**src/rtl/proc_dmem_arb_pkg.sv**
```systemverilog
`default_nettype none
// ============================================================================
// Module      : proc_dmem_arb_pkg
// Description : Shared constants and types for the data-memory arbiter.
//               Owner encoding: P (processor data path) = 0,
//               X (host/loader/debug) = 1. Request types follow the
//               memory port encoding (0 = read, 1 = write).
// Revision    : 1.0 - initial release
// ============================================================================
package proc_dmem_arb_pkg;

    localparam logic OWNER_P   = 1'b0;
    localparam logic OWNER_X   = 1'b1;
    localparam logic MEM_READ  = 1'b0;
    localparam logic MEM_WRITE = 1'b1;

    // One entry of the in-flight tag pipeline.
    typedef struct packed {
        logic val;
        logic owner;
        logic is_read;
    } arb_tag_t;

endpackage
`default_nettype wire

```
**src/rtl/proc_dmem_arb_rr.sv**
```systemverilog
`default_nettype none
// ============================================================================
// Module      : proc_dmem_arb_rr
// Description : Two-way round-robin picker. Holds the last-grant register
//               and produces a one-hot (or zero) grant.
//               req[0] = requester P, req[1] = requester X.
// Ports       : clk  - clock
//               rst  - asynchronous active-high reset
//               req  - request vector {X, P}
//               fire - a granted request was accepted this cycle
//               gnt  - grant vector {X, P}, combinational
// Revision    : 1.0 - initial release
// ============================================================================
module proc_dmem_arb_rr
    import proc_dmem_arb_pkg::*;
(
    input  logic       clk,
    input  logic       rst,
    input  logic [1:0] req,
    input  logic       fire,
    output logic [1:0] gnt
);

    logic r_last_grant;

    // P wins unless X also requests and P was the previous winner.
    always_comb begin
        gnt = 2'b00;
        if (req[0] && (!req[1] || (r_last_grant == OWNER_X))) begin
            gnt[0] = 1'b1;
        end else if (req[1]) begin
            gnt[1] = 1'b1;
        end
    end

    // Reset to X so that P takes the first conflict.
    always_ff @(posedge clk or posedge rst) begin
        if (rst) begin
            r_last_grant <= OWNER_X;
        end else if (fire) begin
            r_last_grant <= gnt[1] ? OWNER_X : OWNER_P;
        end
    end

endmodule
`default_nettype wire

```
**src/rtl/proc_dmem_arb.sv**
```systemverilog
`default_nettype none
// ============================================================================
// Module      : proc_dmem_arb
// Description : Shares one fixed-latency pipelined data-memory port between
//               the processor data path (P) and the external host interface
//               (X). Round-robin grant, one request per cycle, responses
//               routed back to the issuing requester LAT cycles after issue.
//               Optional performance counters are built when the macro
//               PROC_DMEM_ARB_PERF_EN is defined; otherwise tied to zero.
// Ports       : clk, rst            - clock, async active-high reset
//               p_req_* / p_resp_*  - requester P request/response
//               x_req_* / x_resp_*  - requester X request/response
//               mem_req_*           - shared memory request port
//               mem_resp_rdata      - memory read data, LAT cycles later
//               perf_*_cnt          - saturating performance counters
// Parameters  : LAT   - memory read latency (1..4)
//               CNT_W - performance counter width
// Revision    : 1.0 - initial release
// ============================================================================
module proc_dmem_arb
    import proc_dmem_arb_pkg::*;
#(
    parameter int LAT   = 1,
    parameter int CNT_W = 16
) (
    input  logic             clk,
    input  logic             rst,

    input  logic             p_req_val,
    output logic             p_req_rdy,
    input  logic             p_req_type,
    input  logic [31:0]      p_req_addr,
    input  logic [31:0]      p_req_wdata,
    output logic             p_resp_val,
    output logic [31:0]      p_resp_rdata,

    input  logic             x_req_val,
    output logic             x_req_rdy,
    input  logic             x_req_type,
    input  logic [31:0]      x_req_addr,
    input  logic [31:0]      x_req_wdata,
    output logic             x_resp_val,
    output logic [31:0]      x_resp_rdata,

    output logic             mem_req_val,
    output logic             mem_req_type,
    output logic [31:0]      mem_req_addr,
    output logic [31:0]      mem_req_wdata,
    input  logic [31:0]      mem_resp_rdata,

    output logic [CNT_W-1:0] perf_conflict_cnt,
    output logic [CNT_W-1:0] perf_p_grant_cnt,
    output logic [CNT_W-1:0] perf_x_grant_cnt
);

    logic [1:0]  w_req;
    logic [1:0]  w_gnt;
    logic        w_p_fire;
    logic        w_x_fire;
    logic        w_fire;
    arb_tag_t    r_tag [LAT];
    arb_tag_t    w_last;
    logic [31:0] w_rdata;

    // ------------------------------------------------------------------
    // Arbitration
    // ------------------------------------------------------------------
    assign w_req = {x_req_val, p_req_val};

    proc_dmem_arb_rr u_rr (
        .clk  (clk),
        .rst  (rst),
        .req  (w_req),
        .fire (w_fire),
        .gnt  (w_gnt)
    );

    // Grant is already qualified by val, so rdy doubles as fire.
    assign p_req_rdy = w_gnt[0];
    assign x_req_rdy = w_gnt[1];
    assign w_p_fire  = p_req_val & w_gnt[0];
    assign w_x_fire  = x_req_val & w_gnt[1];
    assign w_fire    = w_p_fire | w_x_fire;

    // ------------------------------------------------------------------
    // Memory request mux; all-zero when nothing fires
    // ------------------------------------------------------------------
    always_comb begin
        mem_req_val   = w_fire;
        mem_req_type  = MEM_READ;
        mem_req_addr  = '0;
        mem_req_wdata = '0;
        if (w_p_fire) begin
            mem_req_type  = p_req_type;
            mem_req_addr  = p_req_addr;
            mem_req_wdata = p_req_wdata;
        end else if (w_x_fire) begin
            mem_req_type  = x_req_type;
            mem_req_addr  = x_req_addr;
            mem_req_wdata = x_req_wdata;
        end
    end

    // ------------------------------------------------------------------
    // Tag pipeline: LAT stages, shifted every cycle. The last stage lines
    // up with the cycle in which mem_resp_rdata is valid for that request.
    // ------------------------------------------------------------------
    always_ff @(posedge clk or posedge rst) begin
        if (rst) begin
            for (int i = 0; i < LAT; i++) begin
                r_tag[i] <= '0;
            end
        end else begin
            r_tag[0].val     <= w_fire;
            r_tag[0].owner   <= w_x_fire ? OWNER_X : OWNER_P;
            r_tag[0].is_read <= (mem_req_type == MEM_READ);
            for (int i = 1; i < LAT; i++) begin
                r_tag[i] <= r_tag[i-1];
            end
        end
    end

    assign w_last = r_tag[LAT-1];

    // ------------------------------------------------------------------
    // Response demux; write acks carry zero data
    // ------------------------------------------------------------------
    assign w_rdata      = w_last.is_read ? mem_resp_rdata : '0;
    assign p_resp_val   = w_last.val & (w_last.owner == OWNER_P);
    assign x_resp_val   = w_last.val & (w_last.owner == OWNER_X);
    assign p_resp_rdata = p_resp_val ? w_rdata : '0;
    assign x_resp_rdata = x_resp_val ? w_rdata : '0;

    // ------------------------------------------------------------------
    // Performance counters
    // ------------------------------------------------------------------
`ifdef PROC_DMEM_ARB_PERF_EN
    logic [CNT_W-1:0] r_conflict_cnt;
    logic [CNT_W-1:0] r_p_grant_cnt;
    logic [CNT_W-1:0] r_x_grant_cnt;

    // Each counter sticks at all-ones and clears only on reset.
    always_ff @(posedge clk or posedge rst) begin
        if (rst) begin
            r_conflict_cnt <= '0;
            r_p_grant_cnt  <= '0;
            r_x_grant_cnt  <= '0;
        end else begin
            if (p_req_val && x_req_val && !(&r_conflict_cnt)) begin
                r_conflict_cnt <= r_conflict_cnt + CNT_W'(1);
            end
            if (w_p_fire && !(&r_p_grant_cnt)) begin
                r_p_grant_cnt <= r_p_grant_cnt + CNT_W'(1);
            end
            if (w_x_fire && !(&r_x_grant_cnt)) begin
                r_x_grant_cnt <= r_x_grant_cnt + CNT_W'(1);
            end
        end
    end

    assign perf_conflict_cnt = r_conflict_cnt;
    assign perf_p_grant_cnt  = r_p_grant_cnt;
    assign perf_x_grant_cnt  = r_x_grant_cnt;
`else
    assign perf_conflict_cnt = '0;
    assign perf_p_grant_cnt  = '0;
    assign perf_x_grant_cnt  = '0;
`endif

endmodule
`default_nettype wire
```
**config.mk**
```make
export PLATFORM = sky130hd
export DESIGN_NAME = proc_dmem_arb
export DESIGN_NICKNAME = d
export VERILOG_FILES = /design/src/rtl/proc_dmem_arb_pkg.sv /design/src/rtl/proc_dmem_arb_rr.sv /design/src/rtl/proc_dmem_arb.sv
export SDC_FILE = /design/constraint.sdc
export NUM_CORES = 1
export LEC_CHECK = 0
export ABC_CLOCK_PERIOD_IN_PS = 2500
export BUFFER_PORTS_ARGS = -buffer_cell sky130_fd_sc_hd__buf_2
export CAP_MARGIN = 5
export CORE_AREA = 4 4 134 136
export DETAILED_ROUTE_END_ITERATION = 10
export DIE_AREA = 0 0 138 140
export GPL_TIMING_DRIVEN = 0
export HOLD_SLACK_MARGIN = 0.12
export PLACE_DENSITY = 0.42
export SLEW_MARGIN = 0
export SYNTH_ARGS = -nofsm -noshare
export SYNTH_HDL_FRONTEND = slang
export SYNTH_SLANG_ARGS = --single-unit
```
**constraint.sdc**
```tcl
create_clock -name clk -period 2.5 [get_ports clk]
set_clock_uncertainty 0.15 [all_clocks]
set_input_delay 0 -clock clk [delete_from_list [all_inputs] [get_ports clk]]
set_output_delay 0 -clock clk [all_outputs]
set_load 0.02 [all_outputs]
```
==> results.sh, run 1 <==
export IMPL_hpwlAfterDp_mm=11.8
export IMPL_crit_slowest_cell="dlygate4sd3_1"
export IMPL_cts_resized_gates=0
export IMPL_timing_max_slew_rel_slack_pct=63.5
export IMPL_run_status="complete, no violations"
export IMPL_startpoint="u_rr.r_last_grant"
export IMPL_fin_area_um2=3800
export IMPL_timing_fmax_mhz=476
export IMPL_worst_path_stages=5
export IMPL_grt_pass1_wl_mm=19.2
export IMPL_cp_max_stage_delay_ns=0.56
export IMPL_grt_antenna_before_repair=3
export IMPL_post_layout_total_power_w=0.00137
export IMPL_timing_max_transition_violations_final=0
export IMPL_standard_cell_row_count=48
export IMPL_worst_ir_drop_vdd_v=0.000212
export IMPL_wl_per_cell_um=15.9
export IMPL_cts_hold_buffers=5
export IMPL_tightestPinTransition_ns=0.548
export IMPL_yosysWarnings=0
export IMPL_post_dp_cell_area_um2=3670
export IMPL_remaining_drcs=0
export IMPL_max_cap_violations=0
export IMPL_synthToLayoutAreaGrowth_pct=121
export IMPL_power_per_cell_area_nw_per_um2=361
export IMPL_internal_power_w=0.000688
export IMPL_gp_routability_congestion=0.808
export IMPL_drive_above_1_share_pct=59.8
export IMPL_synth_lib_cells_used_distinct=19
export IMPL_layoutNonFillerInstCount=840
export IMPL_postRouteAntennaNets=0
export IMPL_io_buffer_count=298
export IMPL_routed_via_density=3.68
export IMPL_clock_tree_root_cell="clkbuf_16"
export IMPL_overflow=0
export IMPL_cp_data_arrival_time_ns=2.05
export IMPL_number_of_cells_traversed_by_the_worst_register_to_register_path=5
export IMPL_total_switching_power_w=0.000686
export IMPL_worst_flop_to_flop_path_startpoint="u_rr.r_last_grant"
export IMPL_cts_reportedPaths_clkPinSlew_ns=0.03
export IMPL_rsz0062_at_grt="false"
export IMPL_cts_tree="built"
export IMPL_grt_start_max_net_pins=12
export IMPL_seqPwrFrac_pct=6.0
export IMPL_cts_max_level=1
export IMPL_worst_path_max_fanout=10
export IMPL_ctsLongestPathBuffers=2
export IMPL_final_setup_viol_count=0
export IMPL_dp_cells=828
export IMPL_final_period_utilization_pct=84.1
export IMPL_p_comb_share_pct=75.5
export IMPL_synth_yosys_seq_area_share_pct=5.90
export IMPL_crit_path_category="flip-flop to flip-flop"
export IMPL_worstSetupEndpoint="r_tag[0]"
export IMPL_finalHoldViolCount=0
export IMPL_die_w_um=138
export IMPL_synth_area_um2=1720
export IMPL_fin_nets=779
export IMPL_global_route_usage_over_all_layers_pct=12.4
export IMPL_critical_path_startpoint_type="flip-flop"
export IMPL_tritoncts_num_buffers=3
export IMPL_dr_total_vias=3087
export IMPL_detail_route_iter0_violations=102
export IMPL_power_clock_fraction_pct=18.5
export IMPL_timing_reg2reg_setup_slack_ns=0.40
export IMPL_core_um2=16900
export IMPL_critPathTopFamily="buffers and inverters"
export IMPL_numClockSinks=4
export IMPL_ys_seq_elements=4
export IMPL_totalNegativeSetupSlack_ns=0
export IMPL_die_height_um=140
export IMPL_worst_ep_required_time_ns=2.45
export IMPL_io_pins=348
export IMPL_drtPass1Iterations=4
export IMPL_floorplan_die_area_um2=19300
export IMPL_regToRegEndpoint="r_tag[0]"
export IMPL_post_cts_buffers=0
export IMPL_finalWorstPathRequiredPeriod_ns=2.10
export IMPL_initial_core_util_pct=10.1
export IMPL_post_synth_cell_area_avg_um2=6.66
export IMPL_worst_hold_path_type="input pin to output port"
export IMPL_critical_path_cell_chain="nand2b_4, buf_4, buf_2, a32oi_1, dlygate4sd3_1"
export IMPL_syn_instance_count=258
export IMPL_cp_buffers_inverters=3
export IMPL_clock_latency_ns=0.22
export IMPL_total_leakage_power_nw=2.28
export IMPL_first_global_vias=3149
export IMPL_swShare_pct=49.9
export IMPL_finalWirelength_mm=13.3
export IMPL_endpoint_kind="flip-flop"
-- power by group through the flow --
stage | sequential (W) | combinational, W | clock, W
finish | 0.0000820 | 0.00104 | 0.000254
global route | 0.0000835 | 0.00112 | 0.000272
CTS | 0.0000827 | 0.00105 | 0.000261
detailed placement | 0.0000829 | 0.00103 | 0
global placement | 0.0000829 | 0.00104 | 0
floorplan | 0.0000785 | 0.000649 | 0
-- kinds of logic after synthesis --
group | Yosys count | synth area share [%]
AND/OR/NAND/NOR | 102 | 23.3
buffers and inverters | 83 | 31.2
AO/OA/AOI/OAI | 68 | 39.3
flip-flops | 4 | 5.90
other | 1 | 0.218
-- Yosys cell counts --
cell | count | area, um^2
nand2_1 | 33 | 124
a21boi_2 | 1 | 11.3
dfstp_2 | 1 | 26.3
nand2b_1 | 1 | 6.26
a32o_1 | 65 | 651
nor2_1 | 65 | 244
a21oi_1 | 1 | 5.00
dfrtp_1 | 3 | 75.1
nand2b_4 | 1 | 13.8
inv_1 | 3 | 11.3
buf_6 | 4 | 45.0
buf_4 | 49 | 368
and2_1 | 1 | 6.26
clkbuf_1 | 17 | 63.8
or2_1 | 1 | 6.26
a32oi_1 | 1 | 8.76
buf_1 | 1 | 3.75
conb_1 | 1 | 3.75
buf_2 | 9 | 45.0
-- flip-flops by register name, summed over array words and instances (netlist names) --
name / cells
u_rr.r_last_grant: 1
r_tag: 3
-- placed cells by master, fill, tap and decap left out, drive strengths merged, types with 3 or more instances in the layout --
cell type      n
nand2         33
buf          361
conb          48
inv            3
clkbuf        21
nor2          65
dfrtp          3
a32o          65
dlygate4sd3    5
diode          3
-- worst register-to-register path, delay by kind of cell, from the launching register on --
kind            cells  cell delay, ns
compound gates      1            0.13
simple gates        1            0.15
buf+inv             3            1.00
flops               1            0.55
-- cell type report --
cell class / count / area (um^2)
antenna: 3 / 7.51
buffer: 80 / 526
clock buffer: 4 / 78.8
fill: 1992 / 13100
inverter: 3 / 11.3
multi-input combinational: 218 / 1260
sequential: 4 / 101
tap: 225 / 282
timing repair buffer: 303 / 1540
-- routing by layer --
layer	routed length (um)	vias up	GRT usage [%]
met1	5090	1324	14.5
li1	-	1560	-
met5	0	-	0
met3	1400	8	4.88
met4	155	0	1.77
met2	6690	195	22.1
-- worst min path at each step --
stage                         start                 to  slack, ns  cells after the start
detailed placement              rst           r_tag[2]      -0.26                      2
CTS                 x_req_wdata[14]  mem_req_wdata[14]       0.18                      3
global route        x_req_wdata[14]  mem_req_wdata[14]       0.19                      3
global placement                rst           r_tag[1]      -0.26                      2
floorplan                       rst           r_tag[0]      -0.38                      1
finish              x_req_wdata[14]  mem_req_wdata[14]       0.18                      3
-- per-stage QoR --
stage	worst slack, ns	hold WS [ns]	util (%)
3_5_place_dp	0.816	-0.260	21.7
3_3_place_gp	0.800	-0.261	21.7
4_1_cts	0.386	0.182	22.4
2_1_floorplan	1.08	-0.385	-
6_report	0.397	0.180	22.5
5_1_grt	0.279	0.193	22.5
No activity file was read; power rests on OpenSTA's default activity.
==> run 2, diff against run 1 <==
--- a/config.mk
+++ b/config.mk
@@ -5,15 +5,15 @@
 export SDC_FILE = /design/constraint.sdc
 export NUM_CORES = 1
 export LEC_CHECK = 0
-export ABC_CLOCK_PERIOD_IN_PS = 2500
+export ABC_CLOCK_PERIOD_IN_PS = 1700
 export BUFFER_PORTS_ARGS = -buffer_cell sky130_fd_sc_hd__buf_2
 export CAP_MARGIN = 5
-export CORE_AREA = 4 4 134 136
+export CORE_AREA = 4 4 132 134
 export DETAILED_ROUTE_END_ITERATION = 10
-export DIE_AREA = 0 0 138 140
+export DIE_AREA = 0 0 136 138
 export GPL_TIMING_DRIVEN = 0
 export HOLD_SLACK_MARGIN = 0.12
-export PLACE_DENSITY = 0.42
+export PLACE_DENSITY = 0.45
 export SLEW_MARGIN = 0
 export SYNTH_ARGS = -nofsm -noshare
 export SYNTH_HDL_FRONTEND = slang
==> constraint.sdc (replaced) <==
create_clock -name clk -period 1.7 [get_ports clk]
set_clock_uncertainty 0.15 [all_clocks]
set_input_delay 0 -clock clk [delete_from_list [all_inputs] [get_ports clk]]
set_output_delay 0 -clock clk [all_outputs]
set_load 0.02 [all_outputs]
==> results.sh, run 2 (synthesis gave the netlist of run 1 again) <==
export IMPL_largest_reg_flops=3
export IMPL_floorplan_die_area_um2=18800
export IMPL_tritoncts_num_buffers=3
export IMPL_clock_latency_ns=0.22
export IMPL_p_comb_share_pct=78.7
export IMPL_routed_via_density=3.79
export IMPL_finalWorstPathRequiredPeriod_ns=1.75
export IMPL_worst_hold_path_type="input pin to flip-flop"
export IMPL_seqPwrFrac_pct=5.1
export IMPL_min_delay_path_depth=3
export IMPL_cts_reportedPaths_clkPinSlew_ns=0.03
export IMPL_dp_cells=823
export IMPL_overflow=0
export IMPL_remaining_drcs=0
export IMPL_io_pins=348
export IMPL_top_register="r_tag"
export IMPL_worst_slack_ns=-0.0488
export IMPL_cts_max_level=1
export IMPL_worst_ir_drop_vdd_v=0.000252
export IMPL_total_leakage_power_nw=2.62
export IMPL_crit_path_category="flip-flop to output port"
export IMPL_detail_route_iter0_violations=102
export IMPL_first_global_vias=3182
export IMPL_postRouteAntennaNets=0
export IMPL_hpwlAfterDp_mm=10.6
export IMPL_grt_start_max_net_pins=12
export IMPL_endpoint_kind="output port"
export IMPL_drtPass1Iterations=4
export IMPL_fin_area_um2=4360
export IMPL_max_cap_violations=0
export IMPL_swShare_pct=45.7
export IMPL_reg_top3="r_tag (3), u_rr.r_last_grant (1)"
export IMPL_internal_power_w=0.00126
export IMPL_finalHoldViolCount=0
export IMPL_gp_routability_congestion=0.787
export IMPL_initial_core_util_pct=10.5
export IMPL_run_status="finished with violations"
export IMPL_wl_per_cell_um=15.1
export IMPL_ctsLongestPathBuffers=2
export IMPL_die_w_um=136
export IMPL_cp_data_arrival_time_ns=1.60
export IMPL_grt_pass1_wl_mm=18.1
export IMPL_layoutNonFillerInstCount=845
export IMPL_final_setup_viol_count=38
export IMPL_numClockSinks=4
export IMPL_cts_tree="built"
export IMPL_timing_fmax_mhz=572
export IMPL_final_common_cell="buf_2"
export IMPL_standard_cell_row_count=47
export IMPL_rsz0062_at_grt="true"
export IMPL_failed_checks="setup timing"
export IMPL_power_clock_fraction_pct=16.2
export IMPL_core_um2=16300
export IMPL_fin_nets=791
export IMPL_dr_total_vias=3201
export IMPL_grt_antenna_before_repair=1
export IMPL_post_dp_cell_area_um2=3660
export IMPL_drive_above_1_share_pct=67.1
export IMPL_power_per_cell_area_nw_per_um2=533
export IMPL_global_route_usage_over_all_layers_pct=12.2
export IMPL_clock_tree_root_cell="clkbuf_16"
export IMPL_finalWirelength_mm=12.8
export IMPL_io_buffer_count=298
export IMPL_die_height_um=138
export IMPL_critical_path_startpoint_type="flip-flop"
export IMPL_number_of_cells_traversed_by_the_worst_register_to_register_path=4
export IMPL_worst_ep_required_time_ns=1.55
export IMPL_layout_cells_most_common_list="buf_2 (256), nor2_1 (65), buf_4 (58)"
export IMPL_final_period_utilization_pct=103
export IMPL_total_switching_power_w=0.00106
export IMPL_timing_max_transition_violations_final=0
export IMPL_worst_path_max_fanout=5
export IMPL_synthToLayoutAreaGrowth_pct=154
[run 2: cell types whose count changed in the layout (fill, tap and decap cells not counted), sizes merged]
cell / delta
diode: -2
bufbuf: +1
buf: +13
clkbuf: -2
[run 2: metal layers]
metal | vias up | GRT usage [%] | wire length [um]
met3 | 12 | 2.51 | 1130
met1 | 1414 | 13.3 | 4650
met2 | 196 | 23.2 | 6740
met5 | - | 0 | 0
li1 | 1579 | - | -
met4 | 0 | 3.50 | 248
[run 2: final cells by class]
| cell class | count | area [um^2] |
|---|---|---|
| tap | 220 | 275 |
| fill | 1819 | 11900 |
| antenna | 1 | 2.50 |
| timing repair buffer | 317 | 2010 |
| multi-input combinational | 218 | 1300 |
| buffer | 78 | 577 |
| sequential | 4 | 103 |
| clock buffer | 4 | 78.8 |
| inverter | 3 | 11.3 |
[run 2: per-stage QoR]
| stage | utilization (%) | setup WS [ns] | TNS (ns) | hold slack (ns) | power, W |
|---|---|---|---|---|---|
| after floorplan | - | 0.277 | 0 | -0.385 | 0.00107 |
| after detailed placement | 22.5 | 0.0208 | 0 | -0.260 | 0.00163 |
| final | 26.8 | -0.0488 | -0.971 | 0.153 | 0.00232 |
| after CTS | 26.0 | -0.0685 | -1.52 | 0.165 | 0.00227 |
| after global placement | 22.5 | -0.0238 | -0.0258 | -0.264 | 0.00164 |
| after global routing | 26.8 | -0.104 | -3.54 | 0.169 | 0.00247 |
[run 2: power groups by stage]
| stage | clock [W] | sequential, W | combinational (W) |
|---|---|---|---|
| after floorplan | 0 | 0.000115 | 0.000954 |
| after CTS | 0.000385 | 0.000119 | 0.00177 |
| after global placement | 0 | 0.000121 | 0.00152 |
| after detailed placement | 0 | 0.000121 | 0.00151 |
| final | 0.000377 | 0.000119 | 0.00183 |
| after global routing | 0.000394 | 0.000121 | 0.00196 |
[run 2: worst paths after layout]
check | from | endpoint | slack (ns)
max | u_rr.r_last_grant | mem_req_type | -0.05
min | x_req_val | r_tag[1] | 0.15
max reg2reg | u_rr.r_last_grant | r_tag[0] | 0.30
min reg2reg | u_rr.r_last_grant | u_rr.r_last_grant | 0.70
max in group asynchronous | rst | u_rr.r_last_grant | 0.55
min in group asynchronous | rst | r_tag[1] | 0.62
[run 2: timing repair]
action | CTS | global route
buffers inserted | 7 | 1
gates resized for setup | 107 | 57
cloned | 6 | 0
endpoints found under the setup margin | 102 | 122
hold endpoints to repair | 7 | 0
hold buffers | 5 | 0
pin swaps | 7 | 3
[run 2: critical path: stages, from the launching register on]
cell and delay, ns:
dfstp_2 0.54, buf_6 0.11, a21boi_4 0.07, bufbuf_16 0.28
a32o_2 0.24, buf_6 0.14
==> run 3, diff against run 2 <==
--- a/config.mk
+++ b/config.mk
@@ -5,15 +5,16 @@
 export SDC_FILE = /design/constraint.sdc
 export NUM_CORES = 1
 export LEC_CHECK = 0
+export ABC_AREA = 1
 export ABC_CLOCK_PERIOD_IN_PS = 1700
 export BUFFER_PORTS_ARGS = -buffer_cell sky130_fd_sc_hd__buf_2
 export CAP_MARGIN = 5
-export CORE_AREA = 4 4 132 134
+export CORE_AREA = 4 4 135 137
 export DETAILED_ROUTE_END_ITERATION = 10
-export DIE_AREA = 0 0 136 138
+export DIE_AREA = 0 0 139 141
 export GPL_TIMING_DRIVEN = 0
 export HOLD_SLACK_MARGIN = 0.12
-export PLACE_DENSITY = 0.45
+export PLACE_DENSITY = 0.44
 export SLEW_MARGIN = 0
 export SYNTH_ARGS = -nofsm -noshare
 export SYNTH_HDL_FRONTEND = slang
==> results.sh, run 3 <==
export IMPL_cts_tree="built"
export IMPL_io_buffer_count=299
export IMPL_worst_path_max_fanout=10
export IMPL_io_pins=348
export IMPL_worst_slack_ns=-0.0720
export IMPL_cts_reportedPaths_clkPinSlew_ns=0.03
export IMPL_worst_ep_required_time_ns=1.55
export IMPL_seqPwrFrac_pct=5.0
export IMPL_failed_checks="setup timing"
export IMPL_clock_latency_ns=0.22
export IMPL_max_cap_violations=0
export IMPL_endpoint_kind="output port"
export IMPL_detail_route_iter0_violations=79
export IMPL_drive_above_1_share_pct=59.8
export IMPL_critical_path_startpoint_type="flip-flop"
export IMPL_run_status="finished with violations"
export IMPL_ctsLongestPathBuffers=2
export IMPL_overflow=0
export IMPL_fin_nets=924
export IMPL_finalHoldViolCount=0
export IMPL_timing_max_transition_violations_final=0
export IMPL_die_w_um=139
export IMPL_total_leakage_power_nw=3.11
export IMPL_post_synth_main_area_contributors="nand2_1 (41%), buf_4 (21%), nor3_1 (17%), inv_1 (7.9%), dfrtp_1 (4.0%)"
export IMPL_synth_largest_type_area_fraction_pct=40.9
export IMPL_wl_per_cell_um=12.5
export IMPL_proportion_of_register_bits_with_asynchronous_set_or_reset_after_synthesis_pct=100
export IMPL_synth_ff_type="dfrtp_1"
export IMPL_die_height_um=141
export IMPL_placement_setup_worst_slack_ns=-0.177
export IMPL_grt_antenna_before_repair=0
export IMPL_critical_path_cell_chain="inv_2, a21oi_4, buf_6, buf_8, nand2_1, nand2_2, buf_6"
export IMPL_post_dp_cell_area_um2=3810
export IMPL_remaining_drcs=0
export IMPL_antennaDiodeCount=0
export IMPL_final_design_utilization_pct=28.2
export IMPL_crit_path_category="flip-flop to output port"
export IMPL_synth_edf_count=0
export IMPL_yosysWarnings=0
export IMPL_dr_total_vias=3524
export IMPL_reg_top3="r_tag (3), u_rr.r_last_grant (1)"
export IMPL_synth_lib_cells_used_distinct=13
export IMPL_rsz0062_at_grt="true"
export IMPL_worst_ir_drop_vdd_v=0.000332
export IMPL_fin_area_um2=4810
export IMPL_tritoncts_num_buffers=3
export IMPL_finalWirelength_mm=12.3
export IMPL_final_setup_viol_count=59
export IMPL_routed_via_density=3.59
export IMPL_cp_buffers_inverters=4
export IMPL_gp_routability_congestion=0.850
export IMPL_internal_power_w=0.00123
export IMPL_finalHoldWorstSlack_ns=0.129
export IMPL_ys_seq_elements=4
export IMPL_top_register="r_tag"
export IMPL_layout_cells_most_common_list="buf_2 (238), nand2_1 (144), buf_4 (66)"
export IMPL_final_period_utilization_pct=104
export IMPL_standard_cell_row_count=48
export IMPL_core_um2=17100
export IMPL_power_clock_fraction_pct=16.0
export IMPL_finalWorstPathRequiredPeriod_ns=1.77
export IMPL_syn_instance_count=391
export IMPL_cp_common_cell="buf_6"
export IMPL_swShare_pct=48.3
export IMPL_p_comb_share_pct=79.0
export IMPL_critPathTopFamily="flip-flops"
export IMPL_final_common_cell="buf_2"
export IMPL_grt_pass1_wl_mm=17.4
export IMPL_crit_slowest_cell="dfstp_2"
export IMPL_post_synth_cell_area_avg_um2=4.75
export IMPL_power_per_cell_area_nw_per_um2=493
export IMPL_synthToLayoutAreaGrowth_pct=159
export IMPL_synth_top_cell_by_area="nand2_1"
export IMPL_post_synth_most_frequent_cells="nand2_1 (202), nor3_1 (64), buf_4 (53)"
export IMPL_total_switching_power_w=0.00115
export IMPL_drtPass1Iterations=4
export IMPL_timing_fmax_mhz=564
export IMPL_synth_yosys_seq_area_share_pct=5.46
export IMPL_worst_hold_path_type="input pin to flip-flop"
export IMPL_grt_start_max_net_pins=12
export IMPL_hpwlAfterDp_mm=10.2
export IMPL_largest_reg_flops=3
export IMPL_cp_max_stage_delay_ns=0.56
export IMPL_synthMostInstantiatedCell="nand2_1"
export IMPL_initial_core_util_pct=10.9
export IMPL_cts_max_level=1
export IMPL_numClockSinks=4
export IMPL_synth_area_um2=1860
export IMPL_postRouteAntennaNets=0
export IMPL_clock_tree_root_cell="clkbuf_16"
export IMPL_first_global_vias=3498
export IMPL_cp_data_arrival_time_ns=1.62
export IMPL_global_route_usage_over_all_layers_pct=11.0
export IMPL_floorplan_die_area_um2=19600
## run 3: cell types whose count changed after synthesis, sizes merged
cell / before / now
nand2: 33 / 202
a32o: 65 / 0
nor2: 65 / 0
nor3: 0 / 64
inv: 3 / 42
clkbuf: 17 / 10
nand2b: 2 / 0
o21ai: 0 / 2
a21boi: 1 / 0
a21oi: 1 / 2
a32oi: 1 / 0
and2: 1 / 0
buf: 63 / 64
or2: 1 / 0
## run 3: path summary, 6_finish.rpt
check | to | from | depth (start not counted) | slack (ns)
worst max-delay path | mem_req_addr[29] | u_rr.r_last_grant | 7 | -0.07
worst min-delay path | r_tag[1] | p_req_val | 3 | 0.13
worst max register to register | r_tag[0] | u_rr.r_last_grant | 6 | 0.27
worst min register to register | u_rr.r_last_grant | u_rr.r_last_grant | 4 | 0.59
max in group asynchronous | u_rr.r_last_grant | rst | 4 | 0.46
min in group asynchronous | r_tag[0] | rst | 4 | 0.68
## run 3: final cells by class
class	count	area, um^2
plain buffers	73	544
clock buffers	4	78.8
fillers	1889	12200
inverters	42	158
multi-input cells	318	1590
flip-flops and latches	4	101
well taps	225	282
repair buffers	316	2060
## run 3: logic make-up (layout without fill, tap and decap cells)
kind of cell | count (synthesis) | after routing | synth area share (%)
other cells | 1 | 48 | 0.202
flops | 4 | 4 | 5.46
buf+inv | 116 | 435 | 34.7
compound gates | 4 | 4 | 1.48
simple gates | 266 | 266 | 58.1
## run 3: worst min-delay path, delay by kind of cell
family | cells | cell delay, ns
buffers and inverters | 2 | 0.34
AOI/OAI and AO/OA | 1 | 0.08
## run 3: timing repair
item	in CTS	in global routing
hold endpoints to repair	7	0
gates cloned	0	2
buffers inserted	5	3
pin swaps	3	23
resized for setup	144	105
hold buffers	8	0
endpoints found under the setup margin	74	119
## run 3: power groups by stage
| stage | combinational [W] | clock (W) | sequential [W] |
|---|---|---|---|
| after floorplan | 0.000904 | 0 | 0.000114 |
| after global placement | 0.00148 | 0 | 0.000117 |
| after detailed placement | 0.00147 | 0 | 0.000116 |
| after CTS | 0.00174 | 0.000389 | 0.000118 |
| after global routing | 0.00203 | 0.000397 | 0.000119 |
| final | 0.00188 | 0.000381 | 0.000118 |
## run 3: metal layers
layer | part of all wire (%) | GRT usage, % | up-vias
li1 | - | - | 1812
met1 | 34 | 10.6 | 1488
met2 | 55 | 21.8 | 209
met3 | 9.4 | 3.83 | 15
met4 | 1.8 | 3.09 | 0
met5 | 0 | 0 | -
## run 3: metrics by stage
| stage | setup TNS, ns | total power [W] | instances |
|---|---|---|---|
| floorplan | 0 | 0.00102 | 438 |
| global placement | -4.16 | 0.00159 | 962 |
| detailed placement | -3.52 | 0.00158 | 962 |
| CTS | -1.83 | 0.00224 | 978 |
| global route | -6.07 | 0.00254 | 982 |
| finish | -1.96 | 0.00238 | 982 |
